$ cat src/rtl/alu_op_sequencer.sv
// Command sequencer that feeds operands and an operation select to an external ALU.
// It captures the ALU result with status flags and counts completed legal operations.
module alu_op_sequencer #(
    parameter int N = 4
) (
    input  logic         clk,
    input  logic         rst_n,
    input  logic         cmd_valid,
    output logic         cmd_ready,
    input  logic [3:0]   cmd_op,
    input  logic [N-1:0] cmd_a,
    input  logic [N-1:0] cmd_b,
    output logic [N-1:0] alu_a,
    output logic [N-1:0] alu_b,
    output logic [3:0]   select_alu,
    input  logic [N-1:0] alu_result,
    output logic         rsp_valid,
    input  logic         rsp_ready,
    output logic [N-1:0] rsp_data,
    output logic         rsp_zero,
    output logic         rsp_neg,
    output logic         rsp_ovf,
    output logic         rsp_err,
    output logic [7:0]   op_count
);

    typedef enum logic [1:0] {
        IDLE,
        EXEC,
        RESP
    } state_t;

    localparam logic [3:0] OP_ADD = 4'b0000;
    localparam logic [3:0] OP_SUB = 4'b0001;

    state_t       state_q, state_d;
    logic [3:0]   op_q, op_d;
    logic [N-1:0] a_q, a_d;
    logic [N-1:0] b_q, b_d;
    logic [N-1:0] data_q, data_d;
    logic         zero_q, zero_d;
    logic         neg_q, neg_d;
    logic         ovf_q, ovf_d;
    logic         err_q, err_d;
    logic [7:0]   count_q, count_d;
    logic         op_legal;
    logic         ovf_calc;

    assign op_legal = (cmd_op[3:2] == 2'b00);

    // Signed overflow is judged from operand and result sign bits only.
    always_comb begin
        ovf_calc = 1'b0;
        case (op_q)
            OP_ADD:  ovf_calc = (a_q[N-1] == b_q[N-1]) && (alu_result[N-1] != a_q[N-1]);
            OP_SUB:  ovf_calc = (a_q[N-1] != b_q[N-1]) && (alu_result[N-1] != a_q[N-1]);
            default: ovf_calc = 1'b0;
        endcase
    end

    always_comb begin
        state_d = state_q;
        op_d    = op_q;
        a_d     = a_q;
        b_d     = b_q;
        data_d  = data_q;
        zero_d  = zero_q;
        neg_d   = neg_q;
        ovf_d   = ovf_q;
        err_d   = err_q;
        count_d = count_q;
        case (state_q)
            IDLE: begin
                if (cmd_valid) begin
                    if (op_legal) begin
                        op_d    = cmd_op;
                        a_d     = cmd_a;
                        b_d     = cmd_b;
                        state_d = EXEC;
                    end else begin
                        // Illegal opcodes bypass EXEC so select_alu never sees them.
                        data_d  = '0;
                        zero_d  = 1'b0;
                        neg_d   = 1'b0;
                        ovf_d   = 1'b0;
                        err_d   = 1'b1;
                        state_d = RESP;
                    end
                end
            end
            EXEC: begin
                data_d  = alu_result;
                zero_d  = (alu_result == '0);
                neg_d   = alu_result[N-1];
                ovf_d   = ovf_calc;
                err_d   = 1'b0;
                count_d = (count_q == 8'hFF) ? count_q : count_q + 8'd1;
                state_d = RESP;
            end
            RESP: begin
                if (rsp_ready) begin
                    state_d = IDLE;
                end
            end
            default: state_d = IDLE;
        endcase
    end

    always_ff @(posedge clk or negedge rst_n) begin
        if (!rst_n) begin
            state_q <= IDLE;
            op_q    <= '0;
            a_q     <= '0;
            b_q     <= '0;
            data_q  <= '0;
            zero_q  <= 1'b0;
            neg_q   <= 1'b0;
            ovf_q   <= 1'b0;
            err_q   <= 1'b0;
            count_q <= '0;
        end else begin
            state_q <= state_d;
            op_q    <= op_d;
            a_q     <= a_d;
            b_q     <= b_d;
            data_q  <= data_d;
            zero_q  <= zero_d;
            neg_q   <= neg_d;
            ovf_q   <= ovf_d;
            err_q   <= err_d;
            count_q <= count_d;
        end
    end

    assign cmd_ready  = (state_q == IDLE);
    assign rsp_valid  = (state_q == RESP);
    assign alu_a      = a_q;
    assign alu_b      = b_q;
    assign select_alu = op_q;
    assign rsp_data   = data_q;
    assign rsp_zero   = zero_q;
    assign rsp_neg    = neg_q;
    assign rsp_ovf    = ovf_q;
    assign rsp_err    = err_q;
    assign op_count   = count_q;

endmodule

$ cat config.mk
export PLATFORM = sky130hd
export DESIGN_NAME = alu_op_sequencer
export DESIGN_NICKNAME = d
export VERILOG_FILES = /design/src/rtl/alu_op_sequencer.sv
export SDC_FILE = /design/constraint.sdc
export NUM_CORES = 1
export LEC_CHECK = 0
export ABC_CLOCK_PERIOD_IN_PS = 3300
export CAP_MARGIN = 10
export CORE_ASPECT_RATIO = 0.75
export CORE_MARGIN = 5
export CORE_UTILIZATION = 37
export CTS_CLUSTER_DIAMETER = 50
export CTS_CLUSTER_SIZE = 30
export DETAILED_ROUTE_END_ITERATION = 10
export PLACE_DENSITY_LB_ADDON = 0.08
export SYNTH_ARGS = -nofsm -noshare
export SYNTH_HDL_FRONTEND = slang
export SYNTH_SLANG_ARGS = --single-unit
$ cat constraint.sdc
create_clock -name clk -period 3.3 [get_ports clk]
set_clock_uncertainty 0.2 [all_clocks]
set_input_delay 0.66 -clock clk [delete_from_list [all_inputs] [get_ports clk]]
set_output_delay 0.66 -clock clk [all_outputs]
set_load 0.05 [all_outputs]
## Word level (Yosys, flattened, before mapping)

Index checks and enable logic that the tools add are counted.

| storage, ports and cells | value |
|---|---|
| register bits after elaboration | 30 |
| latch bits | 0 |
| RAM bits | 0 |
| memory bits (read-only) | 0 |
| output and inout bits | 30 |
| word-level logic and storage cells | 49 |
| memories | 0 |

| operators by class | value |
|---|---|
| add/sub/neg operators | 1 |
| $mul | 0 |
| div/mod/pow operators | 0 |
| order comparisons | 0 |
| eq/ne operators | 10 |
| shift operators | 0 |
| muxes and demuxes | 16 |
| bitwise operators | 1 |
| reduce and logical (&&, ||, !) cells | 11 |

Operators by type and width:

| operator | count |
|---|---|
| $pmux W1 S2 | 5 |
| $add A8 B1 Y8 const B | 1 |
| $eq A8 B8 Y1 const B | 1 |
| $logic_not A4 Y1 | 2 |
| $mux W4 | 2 |
| $pmux W4 S2 | 1 |
| $mux W2 | 3 |
| $pmux W2 S3 | 1 |
| $reduce_and A3 Y1 | 2 |
| $eq A4 B1 Y1 const B | 1 |
| $logic_not A2 Y1 | 2 |
| $mux W1 | 4 |
| $ne A2 B2 Y1 const B | 2 |
| $reduce_and A2 Y1 | 2 |
| $eq A2 B1 Y1 const B | 1 |
| $eq A2 B2 Y1 const B | 1 |
| $logic_and A1 B1 Y1 | 2 |
| $ne A1 B1 Y1 | 2 |
| $ne A2 B1 Y1 const B | 1 |
| $reduce_bool A2 Y1 | 1 |
| $eq A1 B1 Y1 | 1 |
| $not A1 Y1 | 1 |

## Depth between registers and ports, before layout

| depth | value |
|---|---|
| word-level depth | 4 |
| depth in mapped cells | 4 |
| gate-level depth less buffers | 4 |

## Worst setup path before layout

OpenSTA, ideal clock, no wires.

| timing path | value |
|---|---|
| path kind | register -> register |
| from | register count_q[0] (netlist: op_count[0]) |
| to | register count_q[1] (netlist: op_count[1]) |
| library setup time | 0.125 ns |
| arrival | 1.708 ns |
| data required time | 2.975 ns |
| setup slack | 1.268 ns |
| stages on the path, launching flop included | 5 |
| path buffers | 0 |
| clock period less this slack | 2.032 ns |
| cell sequence | dfrtp_1 ha_1 nand3_1 o21ai_1 mux2_2 |

| on the way | value |
|---|---|
| longest elaborated chain between the ends | 3 |
| elaborated cells between the ends (all ways) | 4 |

Ends and longest elaborated chain:

| item | RTL line | text |
|---|---|---|
| from (decl) | 45 | `logic [7:0] count_q, count_d;` |
| from (signal assigned) | 131 | `count_q <= count_d;` |
| parallel branches: the longest is 3 deep, another holds $add A8 B1 Y8 | -- |  |

Parallel ways; which one is timed is not known.
A chain may end at the register's enable or synchronous reset.

## Final worst setup path

| timing path | value |
|---|---|
| from | register state_q[0] |
| to | output rsp_valid |

| on the way | value |
|---|---|
| longest elaborated chain between the ends | 1 |

Ends and longest elaborated chain:

| item | RTL line | text |
|---|---|---|
| from (decl) | 36 | `state_t state_q, state_d;` |
| from (signal assigned) | 122 | `state_q <= state_d;` |
| $eq A2 B2 Y1 | 136 | `assign rsp_valid = (state_q == RESP);` |
| to (decl) | 17 | `output logic rsp_valid,` |

Every way passes these cells.

==> results.cfg <==
[run_status]
status = complete, no violations

[pwr]
power_mw = 1.370
seqPwrFrac_pct = 36.4
internal_power_uw = 809.2
leakage_nw = 0.7822
power.density_nw_per_um2 = 723.1
p_sw_uw = 560.5
comb_power_share_pct = 44.1
clkPwrFrac_pct = 19.5
p_sw_share_pct = 40.92
ir_drop_v = 0.0004008

[detailed_routing]
drtPass1Iterations = 4
num_vias = 964
drc = 0
wl_per_cell_um = 14.31
postRouteAntennaNets = 0
routed_via_density = 4.944
wirelength_mm = 2.791
drt_first_iter_violations = 80

[place]
dp_hpwl_mm = 2.048
placed_cells = 187
gp_congestion = 0.8281
port-buffer-count = 49
place_ws_ns = 0.9182

[grt]
antenna_found_initial = 0
overflow = 0
grt_pass1_vias = 996
grt_max_degree = 30
grt_usage_pct = 12.26
grt_pass1_wl_mm = 4.554

[worst_setup_path]
setup.worst_path.end_class = primary output
cp.buffers_inverters = 2
path_class = reg -> out
cp-start-kind = flip-flop
worstPathRequired_ns = 2.44
worstPathMaxFanout = 7
crit_chain = nand2b_1 > inv_1 > clkdlybuf4s50_1
critPathSlowestCell = clkdlybuf4s50_1
slowest_delay_ns = 0.81
arrival_ns = 1.79
crit_family = buffers and inverters

[cells_and_area]
nFillCells = 280
final_common_cell = clkdlybuf4s50_1
regArea_um2 = 725.7
drive_gt1_share_pct = 15.48
layout_common_cells = clkdlybuf4s50_1, dfrtp_1, mux2_2
fin_nets = 175
stdcell_count = 195
final_util_pct = 57.22
diodes = 0
multi_input_area_um2 = 529.3
area_growth_pct = 47.71

[timing]
final.period_utilization_pct = 80.24
setup_viol_count_final = 0
relSlewSlack_pct = 65.45
maxSlewViolCount = 0
final.min_clock_period_ns = 2.648
fmax_mhz = 377.7
tightest_slew_ns = 0.5166
hold_viol_final = 0
rsz0062_at_grt = false
setup_tns_ns = 0
setup_slack_ns = 0.6522

[clock_tree]
htreeDepth = 2
cts-buffers-inserted = 5
cts_num_sinks = 29
path_clk_slew_ns = 0.06
cts_resized = 0
root_buffer = clkbuf_8
cts_buffer_depth = 2
cts_tree = done
cts_setup_buffers = 0
clkLatencyLatePin_ns = 0.27
holdBufCountCts = 0

[yosys]
synth_cell_types = 35
yosys_most_used_dff = dfrtp_1
netlist.area_leader.share_pct = 56.59
avgSynthCellArea_um2 = 12.95
syn_area_um2 = 1282
seq_area_frac_synth_pct = 56.59
netlist_instances = 99
ys_ff_latch = 29
synth_edf_count = 0
synth.area.top_cells = dfrtp_1, mux2_2, a22o_1, nand2b_1, xnor2_1
synth_nets = 120
yosysWarningCount = 0
async_flop_share_pct = 100.0
synth_top_cell_by_area = dfrtp_1

[die]
io_pins = 50
rows = 18
core_um2 = 3311
die_x_um = 77.98
dieArea_um2 = 4756
start_util_pct = 38.74
die_h_um = 60.99

[hold_path]
hp-class = reg -> reg

[job]
cap_violations = 0
-- cell type report --
cell class | instances | area share, %
sequential | 29 | 38.31
multi-input combinational | 66 | 27.94
timing repair buffer | 51 | 26.68
clock buffer | 8 | 4.227
tap | 40 | 2.642
inverter | 1 | 0.1982
-- path summary, 6_finish.rpt --
kind | startpoint | to | slack, ns | cells after the start
setup reg to reg | op_count[0] | op_count[1] | 1.49 | 4
hold reg to reg | rsp_err | rsp_err | 0.30 | 1
hold / removal | rsp_err | rsp_err | 0.30 | 1
min in group asynchronous | rst_n | op_count[7] | 0.58 | 2
max in group asynchronous | rst_n | rsp_ovf | 2.05 | 2
setup / recovery | state_q[0] | rsp_valid | 0.65 | 3
-- per-stage QoR --
step / hold WS, ns / cell area [µm²]
final: 0.2955 / 1894
after global routing: 0.3131 / 1894
after CTS: 0.2981 / 1894
after detailed placement: 0.2850 / 1814
after global placement: 0.2715 / 1814
after floorplan: 0.1644 / 1282
-- flip-flops by register name, indices dropped and copies added, names as in the netlist --
name / count
state_q: 2
rsp_zero: 1
alu_b: 4
op_count: 8
select_alu: 4
rsp_err: 1
rsp_data: 4
alu_a: 4
rsp_ovf: 1
-- synthesized netlist by cell type, types with 2 or more instances --
library cell / number
a21oi_1: 2
a22o_1: 5
and4_1: 2
dfrtp_1: 29
mux2_2: 14
nand2_1: 6
nand2b_1: 5
nor2_1: 4
nor2b_1: 2
nor3_1: 2
o21a_1: 2
xnor2_1: 3
-- power groups by stage --
stage               clock [mW]  combinational (mW)  sequential (mW)
finish                   0.266               0.604            0.499
detailed placement           0               0.608            0.504
CTS                      0.277               0.611            0.499
global route             0.294               0.633            0.513
global placement             0               0.607            0.499
floorplan                    0               0.150            0.743
-- layer usage --
layer,share of wire [%],global-route usage (%)
met1,48,16.06
met3,7.4,5.045
met4,1.0,3.614
met5,0,0
met2,44,18.91
-- logic make-up after synthesis --
group / Yosys count / share of synthesized area, %
xor gates and xnor gates: 3 / 2.049
AOI/OAI and AO/OA: 17 / 9.951
adders and majority gates: 1 / 0.9755
buffers and inverters: 4 / 2.146
muxes: 15 / 13.07
and+or+nand+nor: 30 / 15.22
DFF: 29 / 56.59
(Power assumes the default switching activity.)
